### src/rtl/segment_swapchain_n.sv
// -----------------------------------------------------------------------------
// segment_swapchain_n
//
// Selects which of NumSegment playback segments is active and decides when a
// newly requested segment takes over. Each segment has an externally driven
// sync index; a change of that index is a "step" and a change to zero is a
// "wrap" (end of one pass through the segment).
//
// A request with an infinite repeat count (16'hFFFF) switches immediately and
// loops forever, optionally rotating through the segments set in ext_mask_i on
// every wrap. A request with a finite repeat count is parked in WAIT_START
// until its trigger condition fires, then plays rep+1 passes and raises stop_o.
//
// Ports
//   clk_i, rst_i          clock, synchronous active-high reset
//   sys_time_i            current system time (57 bit)
//   update_settings_i     one-cycle request strobe
//   req_segment_i         requested segment (out-of-range requests ignored)
//   transition_mode_i     00 sync-idx, 01 sys-time, 02 gpio, F0 ext, FF immediate
//   transition_time_i     target time for sys-time mode
//   gpio_sel_i            GPIO trigger select for gpio mode
//   ext_mask_i            segments in the EXT rotation (sampled live)
//   cycle_i[]             per-segment tick count per pass (tick mode)
//   sync_idx_i[]          per-segment external sync index
//   rep_i[]               per-segment repeat count, 16'hFFFF = infinite
//   gpio_in_i             GPIO trigger inputs
//   stop_o                finite playback finished
//   segment_o             active segment
//   idx_o[]               per-segment index (sync index or internal tick)
//   loop_cnt_o            completed passes in finite playback
//   busy_o                a finite request is waiting for its trigger
//   transition_done_o     one-cycle pulse when a new segment takes over
//   state_o               FSM state (0 infinite, 1 wait-start, 2 finite)
//
// Request handshake: update_settings_i is a single-cycle strobe with no ready
// back-pressure; an in-range request is always accepted on the cycle it is seen
// and takes priority over any trigger, wrap or rotation in that cycle.
// -----------------------------------------------------------------------------
module segment_swapchain_n #(
    parameter  int NumSegment = 4,
    parameter  int IdxWidth   = 16,
    parameter  int NumGpio    = 4,
    localparam int SegW       = $clog2(NumSegment),
    localparam int GpioW      = $clog2(NumGpio)
) (
    input  logic                clk_i,
    input  logic                rst_i,
    input  logic [56:0]         sys_time_i,
    input  logic                update_settings_i,
    input  logic [SegW-1:0]     req_segment_i,
    input  logic [7:0]          transition_mode_i,
    input  logic [56:0]         transition_time_i,
    input  logic [GpioW-1:0]    gpio_sel_i,
    input  logic [NumSegment-1:0] ext_mask_i,
    input  logic [IdxWidth-1:0] cycle_i    [NumSegment],
    input  logic [IdxWidth-1:0] sync_idx_i [NumSegment],
    input  logic [15:0]         rep_i      [NumSegment],
    input  logic [NumGpio-1:0]  gpio_in_i,
    output logic                stop_o,
    output logic [SegW-1:0]     segment_o,
    output logic [IdxWidth-1:0] idx_o      [NumSegment],
    output logic [15:0]         loop_cnt_o,
    output logic                busy_o,
    output logic                transition_done_o,
    output logic [1:0]          state_o
);

    localparam logic [7:0]  ModeSyncIdx   = 8'h00;
    localparam logic [7:0]  ModeSysTime   = 8'h01;
    localparam logic [7:0]  ModeGpio      = 8'h02;
    localparam logic [7:0]  ModeExt       = 8'hF0;
    localparam logic [7:0]  ModeImmediate = 8'hFF;
    localparam logic [15:0] RepInfinite   = 16'hFFFF;

    typedef enum logic [1:0] {
        ST_INFINITE = 2'd0,
        ST_WAIT     = 2'd1,
        ST_FINITE   = 2'd2
    } state_e;

    // ------------------------------------------------------------------
    // State
    // ------------------------------------------------------------------
    state_e              state_q;
    logic [SegW-1:0]     segment_q;
    logic                stop_q;
    logic [15:0]         loop_cnt_q;
    logic                ext_en_q;
    logic                tick_mode_q;   // 0: idx_o shows sync index, 1: internal tick
    logic                done_q;
    logic [IdxWidth-1:0] idx_old_q [NumSegment];
    logic [IdxWidth-1:0] tic_q     [NumSegment];

    // Latched pending request
    logic [15:0]         rep_l_q;
    logic [SegW-1:0]     seg_l_q;
    logic [7:0]          mode_l_q;
    logic [56:0]         time_l_q;
    logic [GpioW-1:0]    gsel_l_q;

    // Cycles spent in WAIT_START, saturating at 2. The time difference is
    // registered and still reflects the previous target on the entry cycle,
    // so the sys-time trigger is held off until the fresh value is in place.
    logic [1:0]          wait_cnt_q;
    logic signed [57:0]  diff_q;

    // ------------------------------------------------------------------
    // Per-segment step / wrap detection
    // ------------------------------------------------------------------
    logic [NumSegment-1:0] chg;
    logic [NumSegment-1:0] wrap;

    always_comb begin
        chg  = '0;
        wrap = '0;
        for (int i = 0; i < NumSegment; i++) begin
            chg[i]  = (idx_old_q[i] != sync_idx_i[i]);
            wrap[i] = chg[i] && (sync_idx_i[i] == '0);
        end
    end

    // ------------------------------------------------------------------
    // Request decode
    // ------------------------------------------------------------------
    logic req_ok;
    logic req_inf;

    assign req_ok  = (32'(req_segment_i) < 32'(NumSegment));
    assign req_inf = (rep_i[req_segment_i] == RepInfinite);

    // ------------------------------------------------------------------
    // Trigger for the pending request. EXT has no finite-mode trigger and,
    // like any unknown code, parks the request until it is replaced.
    // ------------------------------------------------------------------
    logic fire;

    always_comb begin
        fire = 1'b0;
        case (mode_l_q)
            ModeImmediate: fire = 1'b1;
            ModeSyncIdx:   fire = wrap[seg_l_q];
            ModeSysTime:   fire = (wait_cnt_q == 2'd2) && !diff_q[57];
            ModeGpio:      fire = chg[seg_l_q] && gpio_in_i[gsel_l_q];
            default:       fire = 1'b0;
        endcase
    end

    // ------------------------------------------------------------------
    // EXT rotation: next set mask bit after the current segment, cyclic.
    // With no other bit set the current segment is kept.
    // ------------------------------------------------------------------
    logic [SegW-1:0] ext_seg_d;
    logic            ext_hit;
    logic [SegW-1:0] cand;

    always_comb begin
        ext_seg_d = segment_q;
        ext_hit   = 1'b0;
        cand      = '0;
        for (int k = 1; k < NumSegment; k++) begin
            cand = SegW'((32'(segment_q) + 32'(k)) % 32'(NumSegment));
            if (!ext_hit && ext_mask_i[cand]) begin
                ext_seg_d = cand;
                ext_hit   = 1'b1;
            end
        end
    end

    // ------------------------------------------------------------------
    // Main FSM
    // ------------------------------------------------------------------
    always_ff @(posedge clk_i) begin
        if (rst_i) begin
            state_q     <= ST_INFINITE;
            segment_q   <= '0;
            stop_q      <= 1'b0;
            loop_cnt_q  <= '0;
            ext_en_q    <= 1'b0;
            tick_mode_q <= 1'b0;
            done_q      <= 1'b0;
            rep_l_q     <= '0;
            seg_l_q     <= '0;
            mode_l_q    <= '0;
            time_l_q    <= '0;
            gsel_l_q    <= '0;
            wait_cnt_q  <= '0;
            diff_q      <= '0;
            for (int i = 0; i < NumSegment; i++) begin
                idx_old_q[i] <= '0;
                tic_q[i]     <= '0;
            end
        end else begin
            for (int i = 0; i < NumSegment; i++) begin
                idx_old_q[i] <= sync_idx_i[i];
            end
            diff_q <= $signed({1'b0, sys_time_i}) - $signed({1'b0, time_l_q});
            done_q <= 1'b0;

            if (update_settings_i && req_ok) begin
                if (req_inf) begin
                    segment_q   <= req_segment_i;
                    stop_q      <= 1'b0;
                    tick_mode_q <= 1'b0;
                    ext_en_q    <= (transition_mode_i == ModeExt);
                    state_q     <= ST_INFINITE;
                    done_q      <= 1'b1;
                end else begin
                    // Outputs keep their current values until the trigger.
                    rep_l_q    <= rep_i[req_segment_i];
                    seg_l_q    <= req_segment_i;
                    mode_l_q   <= transition_mode_i;
                    time_l_q   <= transition_time_i;
                    gsel_l_q   <= gpio_sel_i;
                    wait_cnt_q <= '0;
                    state_q    <= ST_WAIT;
                end
            end else begin
                case (state_q)
                    ST_INFINITE: begin
                        if (ext_en_q && wrap[segment_q]) begin
                            segment_q <= ext_seg_d;
                        end
                    end

                    ST_WAIT: begin
                        if (wait_cnt_q != 2'd2) begin
                            wait_cnt_q <= wait_cnt_q + 2'd1;
                        end
                        if (fire) begin
                            segment_q      <= seg_l_q;
                            stop_q         <= 1'b0;
                            loop_cnt_q     <= '0;
                            done_q         <= 1'b1;
                            ext_en_q       <= 1'b0;
                            state_q        <= ST_FINITE;
                            tick_mode_q    <= (mode_l_q == ModeSysTime) ||
                                              (mode_l_q == ModeGpio);
                            tic_q[seg_l_q] <= '0;
                        end
                    end

                    ST_FINITE: begin
                        if (!stop_q) begin
                            if (!tick_mode_q) begin
                                if (wrap[segment_q]) begin
                                    if (loop_cnt_q == rep_l_q) stop_q <= 1'b1;
                                    else loop_cnt_q <= loop_cnt_q + 16'd1;
                                end
                            end else if (chg[segment_q]) begin
                                if (tic_q[segment_q] == cycle_i[segment_q]) begin
                                    tic_q[segment_q] <= '0;
                                    if (loop_cnt_q == rep_l_q) stop_q <= 1'b1;
                                    else loop_cnt_q <= loop_cnt_q + 16'd1;
                                end else begin
                                    tic_q[segment_q] <= tic_q[segment_q] + IdxWidth'(1);
                                end
                            end
                        end
                    end

                    default: state_q <= ST_INFINITE;
                endcase
            end
        end
    end

    // ------------------------------------------------------------------
    // Outputs
    // ------------------------------------------------------------------
    always_comb begin
        for (int i = 0; i < NumSegment; i++) begin
            idx_o[i] = tick_mode_q ? tic_q[i] : idx_old_q[i];
        end
    end

    assign stop_o            = stop_q;
    assign segment_o         = segment_q;
    assign loop_cnt_o        = loop_cnt_q;
    assign busy_o            = (state_q == ST_WAIT);
    assign transition_done_o = done_q;
    assign state_o           = state_q;

endmodule

### config.mk
export PLATFORM = sky130hd
export DESIGN_NAME = segment_swapchain_n
export DESIGN_NICKNAME = d
export VERILOG_FILES = /design/src/rtl/segment_swapchain_n.sv
export SDC_FILE = /design/constraint.sdc
export NUM_CORES = 1
export LEC_CHECK = 0
export CAP_MARGIN = 20
export CORE_UTILIZATION = 35
export DETAILED_ROUTE_END_ITERATION = 8
export GPL_ROUTABILITY_DRIVEN = 0
export HOLD_SLACK_MARGIN = 0.08
export SYNTH_ARGS = -nofsm -noshare
export SYNTH_HDL_FRONTEND = slang
export SYNTH_SLANG_ARGS = --single-unit
export TNS_END_PERCENT = 30
### constraint.sdc
create_clock -name clk_i -period 10.72 [get_ports clk_i]
set_input_delay 3.216 -clock clk_i [delete_from_list [all_inputs] [get_ports clk_i]]
set_output_delay 3.216 -clock clk_i [all_outputs]
set_load 0.01 [all_outputs]
==> out/qor.txt <==
fraction of layout cells with a size suffix above 1: 0.109
FILL cells: 3566
Fmax: 143 MHz
Hold/Removal Path Class: reg -> reg
CTS H-tree lvls: 1
clk sinks: 242
Placeable Area: 37900 um^2
Post-synth top cells: 215 x nand2_1, 178 x dfxtp_1, 122 x a21oi_1
fin area: 19300 um^2
CP max FO: 16
Flop pwr share: 0.398
ys async rst share: 0
Seq/Total Area, Yosys: 0.404
# hold bufs at CTS: 0
DRC: 0
final core utilization: 0.509
vias in the first global route: 12100
worst setup margin: 3710 ps
Crit Path Class: in -> reg
largest stage delay on the critical path: 980 ps
Die H: 199 um
routed vias/inst: 5.09
Primary FF master, synth: dfxtp_1
run status: finished, final reports clean
Post-synth EDFFs: 64
slowest CP cell: a2111oi_0
number of gates resized after cts: 0
via count: 12000
worst skew pair latency: 570 ps
CP endpoint kind: flop
startpoint types: primary input
DP Wirelength: 37600 um
1st-pass router iterations: 5
crit path cell chain: clkdlybuf4s50_1, nor4_1, nand4_1, or2_2, o22ai_1, a22oi_1, a2111oi_0, o211ai_1, o311ai_2, buf_4
Synth Area per Inst: 9.47 um^2
Peak supply drop: 0.109 mV
setup_tns: 0 ps
Power Density: 132 nW/um^2
Inserted Diodes: 0
static leakage: 7.11 nW
Antenna Nets Post-Route: 0
fin crit share: 0.654
first-pass GRT wire length: 71700 um
final setup fails: 0
Syn Nets: 1824
Critical Path RT: 10980 ps
Fin. Hold Viols: 0
Die X: 199 um
Buffers on Ports: 415
synth unique cells: 62
Slew Limit Fails: 0
Comb pwr share: 0.171
Arrival @ worst endpoint: 7270 ps
pin count of the biggest net entering global routing: 83
row count: 71
Psw: 0.636 mW
GRT Resource Usage Total: 0.238
cell type with the largest total area after synthesis: dfxtp_1
Synth Cell Area: 13600 um^2
Internal Power: 1.91 mW
setup repair bufs after CTS: 0
Slew HR: 0.261
Layout Nets: 2216
area grow syn2layout: 42.1%
Max Cap Viol: 0
Synth Warn #: 0
wire per inst: 20.1 um
io pins: 416
clock buffer count from CTS: 30
post-synth top area share: 0.262
die area: 39600 um^2
CTS root buffer: clkbuf_16
count leader, synth: nand2_1
total congestion overflow: 0
internal reg-to-reg setup slack: 6570 ps
Syn Inst Count: 1436
dpl ws: 3090 ps
clock share of power: 0.431
RSZ-0062 raised after global routing: false
post-synthesis register bit count: 242
Worst-path clk slew: 60 ps
Clock Path Buffers: 3
synth top area cells: dfxtp_1 26%, edfxtp_1 14%, mux4_2 8.3%, nand2_1 5.9%, xnor2_1 5.6%
initial antenna violation count: 5
initial core utilization: 0.358
Final Total Pwr: 2.55 mW
Final min period: 7010 ps
switching part of the total power: 0.250
DR iter-0 viols: 694
DRT Wirelength: 47500 um
clock skew: 17.2 ps
Area after DPL: 18200 um^2
worst slew pin tran: 1080 ps
CTS tree: done
[final cells by class]
type                    count  area, um^2  area share
well taps                 511         639      0.0331
clock inverters            11         163     0.00842
repair buffers            431        4290       0.222
flip-flops and latches    242        5490       0.284
inverters                  88         330      0.0171
multi-input cells        1035        7490       0.388
clock buffers              45         911      0.0472
[critical path, delay by kind of cell]
| family | cells | cell delay [ps] |
|---|---|---|
| compound gates | 5 | 2130 |
| buf+inv | 2 | 780 |
| simple gates | 3 | 1120 |
[registers in the layout, summed over array words and instances, names as in the netlist, 2 cells and up, named ones only]
signal and count:
mode_l_q 8, loop_cnt_o 16, rep_l_q 16, gsel_l_q 2, tic_q 64, idx_old_q 64, segment_o 2, seg_l_q 2
state_o 2, time_l_q 57, wait_cnt_q 2
[per-stage QoR]
step / hold slack (ps) / instances
6_report: 454 / 2363
3_5_place_dp: 447 / 2305
4_1_cts: 454 / 2361
5_1_grt: 465 / 2363
3_3_place_gp: 443 / 2305
2_1_floorplan: 436 / 1436
[cells in the final DEF (no fill, tap or decap), drive strengths merged, types with 45 or more instances in the layout]
cell type,instances
a21oi,123
clkbuf,45
clkdlybuf4s50,414
dfxtp,178
edfxtp,64
ha,59
inv,89
mux2,66
mux4,50
nand2,215
nor2,87
nor2b,70
xnor2,87
[metal layers]
layer  global-route usage  vias up  share of wire
met3               0.0630       73          0.077
li1                     -     5846              -
met5                    0        -         0.0015
met2                0.407      400           0.48
met4               0.0541       10          0.021
met1                0.297     5700           0.42
[cell families (layout without fill, tap and decap cells)]
group           count (synthesis)  count (layout)  synth area share
buf+inv                       159             575            0.0469
fa+ha+maj                      59              59            0.0543
compound gates                209             209            0.0918
mux                           120             120             0.140
simple gates                  535             535             0.191
xor+xnor                      112             112            0.0722
flops                         242             242             0.404
[final timing paths]
| path | from | end | depth (start not counted) |
|---|---|---|---|
| setup / recovery | sync_idx_i[19] | tic_q[0][9] | 10 |
| hold / removal | time_l_q[56] | time_l_q[56] | 2 |
| hold reg to reg | time_l_q[56] | time_l_q[56] | 2 |
| setup reg to reg | flop | loop_cnt_o[9] | 9 |
[power groups by stage]
stage / combinational (mW) / sequential, mW / clock, mW
2_1_floorplan: 0.218 / 1.02 / 0
3_3_place_gp: 0.429 / 1.03 / 0
3_5_place_dp: 0.432 / 1.04 / 0
4_1_cts: 0.435 / 1.02 / 1.12
5_1_grt: 0.474 / 1.02 / 1.15
6_report: 0.434 / 1.01 / 1.10
(Power assumes the default switching activity.)
